--- src/rtl/cas_player.sv ---
// -----------------------------------------------------------------------------
// cas_player
// Cassette playback engine for the TRS-80 core. It reads a CAS image byte by
// byte from the cassette region of the download RAM. It regenerates the
// Level II 500-baud pulse train for the machine's cassette input.
// Each 8-bit byte is sent MSB first as eight bit cells. A bit cell has a
// clock pulse (01 then 10) at its start. A 1 bit adds a second pulse pair
// starting at mid-cell.
//
// Optional feature, selected by the macro CAS_MOTOR_GATE_EN:
//   defined   - playback freezes in place while the cassette motor is off
//   undefined - motor_on is ignored and playback runs free once started
//
// Ports:
//   clk_sys   in   system clock (42 MHz)
//   reset_n   in   asynchronous active-low reset
//   cas_len   in   number of valid image bytes, sampled on the play edge
//   play      in   level; its rising edge starts playback at rd_addr
//   rewind    in   one-cycle pulse; aborts playback, rd_addr back to 0
//   motor_on  in   cassette relay state
//   speed     in   0=1x 1=2x 2=3x 3=12x, selects the bit cell length
//   rd_en     out  one-cycle read strobe to cassette RAM
//   rd_addr   out  byte offset within the cassette region
//   rd_data   in   RAM data, valid two cycles after rd_en
//   cas_out   out  00 idle, 01 positive pulse, 10 negative pulse
//   busy      out  playback in progress
//   done      out  last byte sent; cleared by play or rewind
// -----------------------------------------------------------------------------
module cas_player #(
   parameter int CELL_1X  = 84000,
   parameter int CELL_2X  = 42000,
   parameter int CELL_3X  = 28000,
   parameter int CELL_12X = 7000
) (
   input  logic        clk_sys,
   input  logic        reset_n,
   input  logic [15:0] cas_len,
   input  logic        play,
   input  logic        rewind,
   input  logic        motor_on,
   input  logic [1:0]  speed,
   output logic        rd_en,
   output logic [15:0] rd_addr,
   input  logic [7:0]  rd_data,
   output logic [1:0]  cas_out,
   output logic        busy,
   output logic        done
);

   // The 1x cell is the longest, so it sizes the cell counter.
   localparam int CW = $clog2(CELL_1X + 1);

   typedef enum logic [2:0] {
      S_IDLE, S_FETCH, S_WAIT1, S_WAIT2, S_CELL, S_END
   } state_t;

   state_t        state, state_n;
   logic          play_q, play_qq;
   logic [15:0]   len_q, len_n, addr_n, addr_inc;
   logic [CW-1:0] cnt, cnt_n, cell_len, cell_len_n;
   logic [CW-1:0] pw, half;
   logic [7:0]    shreg, shreg_n;
   logic [2:0]    bit_idx, bit_idx_n;
   logic          pend, pend_n;
   logic          rd_en_n, busy_n, done_n;
   logic [1:0]    cas_n;
   logic          play_edge, start_req, start, motor_run, cell_last;

   function automatic logic [CW-1:0] cell_of(input logic [1:0] s);
      case (s)
         2'd0:    cell_of = CW'(CELL_1X);
         2'd1:    cell_of = CW'(CELL_2X);
         2'd2:    cell_of = CW'(CELL_3X);
         default: cell_of = CW'(CELL_12X);
      endcase
   endfunction

`ifdef CAS_MOTOR_GATE_EN
   assign motor_run = motor_on;
`else
   // Motor is ignored in this build; the sink keeps the input visibly consumed.
   logic unused_motor;
   assign unused_motor = motor_on;
   assign motor_run    = 1'b1;
`endif

   assign play_edge = play_q & ~play_qq;
   assign start_req = play_edge && (cas_len != 16'd0) && (rd_addr < cas_len);
   // A start requested while the motor is off is held in pend until it turns on.
   assign start     = (start_req || pend) && motor_run;
   assign addr_inc  = rd_addr + 16'd1;
   assign cell_last = (cnt == cell_len - CW'(1));

   // Registers: FSM state, datapath and the registered outputs.
   always_ff @(posedge clk_sys or negedge reset_n) begin
      if (!reset_n) begin
         state    <= S_IDLE;
         play_q   <= 1'b0;
         play_qq  <= 1'b0;
         len_q    <= '0;
         cnt      <= '0;
         cell_len <= CW'(CELL_1X);
         shreg    <= '0;
         bit_idx  <= '0;
         pend     <= 1'b0;
         rd_en    <= 1'b0;
         rd_addr  <= '0;
         cas_out  <= 2'b00;
         busy     <= 1'b0;
         done     <= 1'b0;
      end else begin
         state    <= state_n;
         play_q   <= play;
         play_qq  <= play_q;
         len_q    <= len_n;
         cnt      <= cnt_n;
         cell_len <= cell_len_n;
         shreg    <= shreg_n;
         bit_idx  <= bit_idx_n;
         pend     <= pend_n;
         rd_en    <= rd_en_n;
         rd_addr  <= addr_n;
         cas_out  <= cas_n;
         busy     <= busy_n;
         done     <= done_n;
      end
   end

   // Next state of FSM and datapath. Rewind overrides everything.
   // The cell length is re-sampled from speed only when a new cell starts.
   always_comb begin
      state_n    = state;
      cnt_n      = cnt;
      cell_len_n = cell_len;
      shreg_n    = shreg;
      bit_idx_n  = bit_idx;
      addr_n     = rd_addr;
      len_n      = len_q;
      pend_n     = 1'b0;
      if (rewind) begin
         state_n = S_IDLE;
         cnt_n   = '0;
         addr_n  = '0;
      end else begin
         case (state)
            S_IDLE: begin
               if (play_edge) len_n = cas_len;
               if (start) state_n = S_FETCH;
               else       pend_n  = start_req || pend;
            end
            S_FETCH: state_n = S_WAIT1;
            S_WAIT1: state_n = S_WAIT2;
            S_WAIT2: begin
               state_n    = S_CELL;
               shreg_n    = rd_data;
               bit_idx_n  = 3'd7;
               cnt_n      = '0;
               cell_len_n = cell_of(speed);
            end
            S_CELL: begin
               if (motor_run) begin
                  if (!cell_last) begin
                     cnt_n = cnt + CW'(1);
                  end else begin
                     cnt_n = '0;
                     if (bit_idx != 3'd0) begin
                        bit_idx_n  = bit_idx - 3'd1;
                        shreg_n    = {shreg[6:0], 1'b0};
                        cell_len_n = cell_of(speed);
                     end else begin
                        addr_n  = addr_inc;
                        state_n = (addr_inc == len_q) ? S_END : S_FETCH;
                     end
                  end
               end
            end
            S_END:   state_n = S_IDLE;
            default: state_n = S_IDLE;
         endcase
      end
   end

   // Output values computed from next-state quantities, so the registered
   // outputs line up with the cell offset held in cnt.
   always_comb begin
      pw      = cell_len_n >> 4;
      half    = cell_len_n >> 1;
      rd_en_n = (state_n == S_FETCH);
      busy_n  = (state_n == S_FETCH) || (state_n == S_WAIT1) ||
                (state_n == S_WAIT2) || (state_n == S_CELL);
      cas_n   = 2'b00;
      if (state_n == S_CELL && motor_run) begin
         if (cnt_n < pw) begin
            cas_n = 2'b01;
         end else if (cnt_n < (pw << 1)) begin
            cas_n = 2'b10;
         end else if (shreg_n[7]) begin
            if (cnt_n >= half && cnt_n < half + pw)
               cas_n = 2'b01;
            else if (cnt_n >= half + pw && cnt_n < half + (pw << 1))
               cas_n = 2'b10;
         end
      end
      done_n = done;
      if (rewind)
         done_n = 1'b0;
      else if (state_n == S_END)
         done_n = 1'b1;
      else if (state == S_IDLE && play_edge)
         done_n = (cas_len == 16'd0);
   end

endmodule

--- config.mk ---
export PLATFORM = sky130hd
export DESIGN_NAME = cas_player
export DESIGN_NICKNAME = d
export VERILOG_FILES = /design/src/rtl/cas_player.sv
export SDC_FILE = /design/constraint.sdc
export NUM_CORES = 1
export LEC_CHECK = 0
export BUFFER_PORTS_ARGS = -buffer_cell sky130_fd_sc_hd__buf_2
export CORE_ASPECT_RATIO = 1.25
export CORE_MARGIN = 2
export CORE_UTILIZATION = 60
export DETAILED_ROUTE_END_ITERATION = 12
export PLACE_DENSITY = 0.79
export SLEW_MARGIN = 30
export SYNTH_ARGS = -nofsm -noshare
export SYNTH_HDL_FRONTEND = slang
export SYNTH_SLANG_ARGS = --single-unit
--- constraint.sdc ---
create_clock -name clk_sys -period 11.03 [get_ports clk_sys]
set_clock_uncertainty 0.1 [all_clocks]
set_input_delay 0 -clock clk_sys [delete_from_list [all_inputs] [get_ports clk_sys]]
set_output_delay 0 -clock clk_sys [all_outputs]
set_load 0.02 [all_outputs]
==> flow_metrics.env <==
export IMPL_post_cts_buffers=0
export IMPL_cts_htree_levels=3
export IMPL_die_w_um=107
export IMPL_gp_congestion=0.933
export IMPL_sw_frac_of_total_pct=39.7
export IMPL_drc=0
export IMPL_ir_drop_mv=0.113
export IMPL_ys_types=72
export IMPL_syn_area_per_cell_sq_um=8.83
export IMPL_cts_tree="done"
export IMPL_combPwrFrac_pct=50.2
export IMPL_synth_edf_count=0
export IMPL_ios=52
export IMPL_hold_viol_final=0
export IMPL_diodes=0
export IMPL_p_switching_mw=0.598
export IMPL_r2r_cells=28
export IMPL_io_buffers=50
export IMPL_slew_viol_final=0
export IMPL_num_fill_cells=1013
export IMPL_grt_usage_pct=29.4
export IMPL_pwr_share_seq_pct=27.9
export IMPL_cp_required_ps=11190
export IMPL_grt_pass1_vias=7150
export IMPL_status="completed"
export IMPL_area_growth_syn_to_layout_pct=13.0
export IMPL_finalNonFillerCells=1157
export IMPL_met2_length_um=10800
export IMPL_crit_reg2reg_launch="cell_len[1]$_DFF_PN0_"
export IMPL_gr_total_overflow=0
export IMPL_power_internal_mw=0.906
export IMPL_post_route_period_util_pct=78.1
export IMPL_r2r_end="cas_out[1]$_DFF_PN0_"
export IMPL_synth_common_cells="ha_1, dfrtp_1, nor2_1, nand2_1, a21oi_1"
export IMPL_min_from="rewind"
export IMPL_wl_met1_um=8200
export IMPL_antenna_found_initial=0
export IMPL_tns_ps=0
export IMPL_grt_pass1_wl_um=33400
export IMPL_ys_warn_count=0
export IMPL_p_per_area_nw_per_um2=166
export IMPL_synth_top_area_share_pct=25.6
export IMPL_wl_um=20600
export IMPL_critPathSlowestCell="o32ai_2"
export IMPL_synth_area_leaders="dfrtp_1, ha_1, xnor2_1, xor2_1, a21oi_1"
export IMPL_min_to="rd_addr[8]$_DFFE_PN0P_"
export IMPL_critPathBufInv=2
export IMPL_hold_path_depth=3
export IMPL_clk_path_buf_depth=2
export IMPL_dr_max_layer_used="met4"
export IMPL_reg2reg_slack_ps=2410
export IMPL_dr_pass1_iters=5
export IMPL_cts_resized=0
export IMPL_drt_iter0_markers=439
export IMPL_async_reset_ff_share_pct=100
export IMPL_yosysMostFrequentCell="ha_1"
export IMPL_clock_latency_ps=340
export IMPL_synthFlopType="dfrtp_1"
export IMPL_die_y_um=133
export IMPL_synth_top_area_cell="dfrtp_1"
export IMPL_worst_slew_pin_slew_ps=916
export IMPL_p_clk_share_pct=21.9
export IMPL_final_core_util_pct=68.9
export IMPL_ys_ff_latch=86
export IMPL_crit_top_cell="ha_1"
export IMPL_worstSetupStartpointType="flip-flop"
export IMPL_grt_max_degree=78
export IMPL_timing_fmax_mhz=116
export IMPL_cts_sinks=86
export IMPL_hp_class="input pin to flip-flop"
export IMPL_max_stage_delay_ps=830
export IMPL_slew_headroom_pct=38.9
export IMPL_crit_family="simple AND/OR/NAND/NOR gates"
export IMPL_hpwl_um=15500
export IMPL_viasPerCell=6.11
export IMPL_fin_crit_ps=8620
export IMPL_place_inst=1114
export IMPL_core_area_sq_um=13100
export IMPL_clkTransAtPathRegs_ps=60
export IMPL_crit_path_end_kind="flip-flop"
export IMPL_p_total_mw=1.50
export IMPL_initial_core_util_pct=61.0
export IMPL_cts_made_buffers=9
export IMPL_netlist_area_sq_um=8000
export IMPL_layout_nets=1138
export IMPL_wl_per_cell_um=17.8
export IMPL_criticalPathCategory="flip-flop to flip-flop"
export IMPL_cts_root_buf="clkbuf_16"
export IMPL_num_vias=7064
export IMPL_cp_max_fo=13
export IMPL_rsz0062_at_grt="false"
export IMPL_ctsHoldBuffers=27
export IMPL_yosysSeqAreaShare_pct=27.0
export IMPL_drive_above_1_share_pct=11.4
export IMPL_route_met3_wl_um=683
export IMPL_critPathArrivalTime_ps=8780
export IMPL_setup_viol=0
export IMPL_num_rows=47
export IMPL_leakage_nw=4.39
export IMPL_dieArea_sq_um=14300
export IMPL_antenna_left=0
export IMPL_cap_violations=0
export IMPL_synthCells=906
export IMPL_syn_num_nets=1063
## sequential cells by signal, indices dropped and copies added, names as in the netlist
signal,cells
cnt,17
cell_len,16
len_q,16
rd_addr,16
shreg,8
bit_idx,3
state,3
cas_out,2
busy,1
done,1
play_q,1
play_qq,1
rd_en,1
## per-layer routing
layer	up-vias	GRT usage (%)
met1	3357	33.3
met5	-	0
li1	3451	-
met3	67	3.08
met2	189	53.6
met4	0	15.6
## stage by stage
stage               instance area [sq um]  hold WS [ps]  setup slack (ps)
floorplan                            8000          -396              3520
global route                         9040           198              1910
detailed placement                   8440          -266              2520
global placement                     8440          -267              2600
finish                               9040           172              2410
CTS                                  9040           152              2500
## power groups by stage
| stage | Sequential [mW] | Clock [mW] | Combinational [mW] |
|---|---|---|---|
| CTS | 0.419 | 0.332 | 0.753 |
| global placement | 0.423 | 0 | 0.722 |
| detailed placement | 0.424 | 0 | 0.740 |
| floorplan | 0.411 | 0 | 0.584 |
| global route | 0.427 | 0.344 | 0.854 |
| finish | 0.420 | 0.329 | 0.754 |
## cell families (layout without fill, tap and decap cells)
logic type	Yosys count	in the layout	share of synthesized area, %
AND/OR/NAND/NOR	301	301	19.8
AO/OA/AOI/OAI	212	212	17.1
adder cells (fa/ha/maj)	126	126	19.9
XOR/XNOR	89	89	9.74
flip-flops	86	86	27.0
buffers and inverters	70	150	3.42
multiplexers	22	22	3.06
## area by class of cell
type                    instances  area, sq um  area share [%]
clock buffers                  10          239            2.64
clock inverters                 6         85.1           0.941
multi-input cells             750         5580            61.7
flip-flops and latches         86         2160            23.9
repair buffers                 83          572            6.32
well taps                     171          214            2.37
inverters                      51          191            2.12
## cell usage in the layout (no fill, tap or decap), drive strengths merged, types with 9 or more instances in the layout
cell | synthesis | routed
a21o | 27 | 27
a21oi | 59 | 59
a22oi | 9 | 9
and2 | 9 | 9
and3 | 16 | 16
buf | 6 | 56
clkbuf | 13 | 10
dfrtp | 82 | 82
dlygate4sd3 | 0 | 27
ha | 124 | 124
inv | 51 | 51
mux2 | 17 | 17
nand2 | 66 | 66
nand2b | 13 | 13
nand3 | 25 | 25
nand3b | 9 | 9
nand4 | 13 | 13
nor2 | 72 | 72
nor2b | 14 | 14
nor3 | 17 | 17
nor4 | 14 | 14
o21a | 10 | 10
o21ai | 52 | 52
xnor2 | 54 | 54
xor2 | 35 | 35
## worst max-delay path by stage
| stage | startpoint | to | depth (start not counted) |
|---|---|---|---|
| 2_1_floorplan | cell_len[1]$_DFF_PN0_ | cas_out[1]$_DFF_PN0_ | 30 |
| 3_3_place_gp | cell_len[1]$_DFF_PN0_ | cas_out[1]$_DFF_PN0_ | 28 |
| 3_5_place_dp | cell_len[1]$_DFF_PN0_ | cas_out[1]$_DFF_PN0_ | 28 |
| 4_1_cts | cell_len[1]$_DFF_PN0_ | cas_out[1]$_DFF_PN0_ | 28 |
| 5_1_grt | cell_len[1]$_DFF_PN0_ | cas_out[1]$_DFF_PN0_ | 28 |
| 6_report | cell_len[1]$_DFF_PN0_ | cas_out[1]$_DFF_PN0_ | 28 |
## worst min-delay path, delay by kind of cell
| kind | cells | cell delay (ps) |
|---|---|---|
| simple gates | 1 | 160 |
| buf+inv | 2 | 400 |
(Power assumes the default switching activity.)
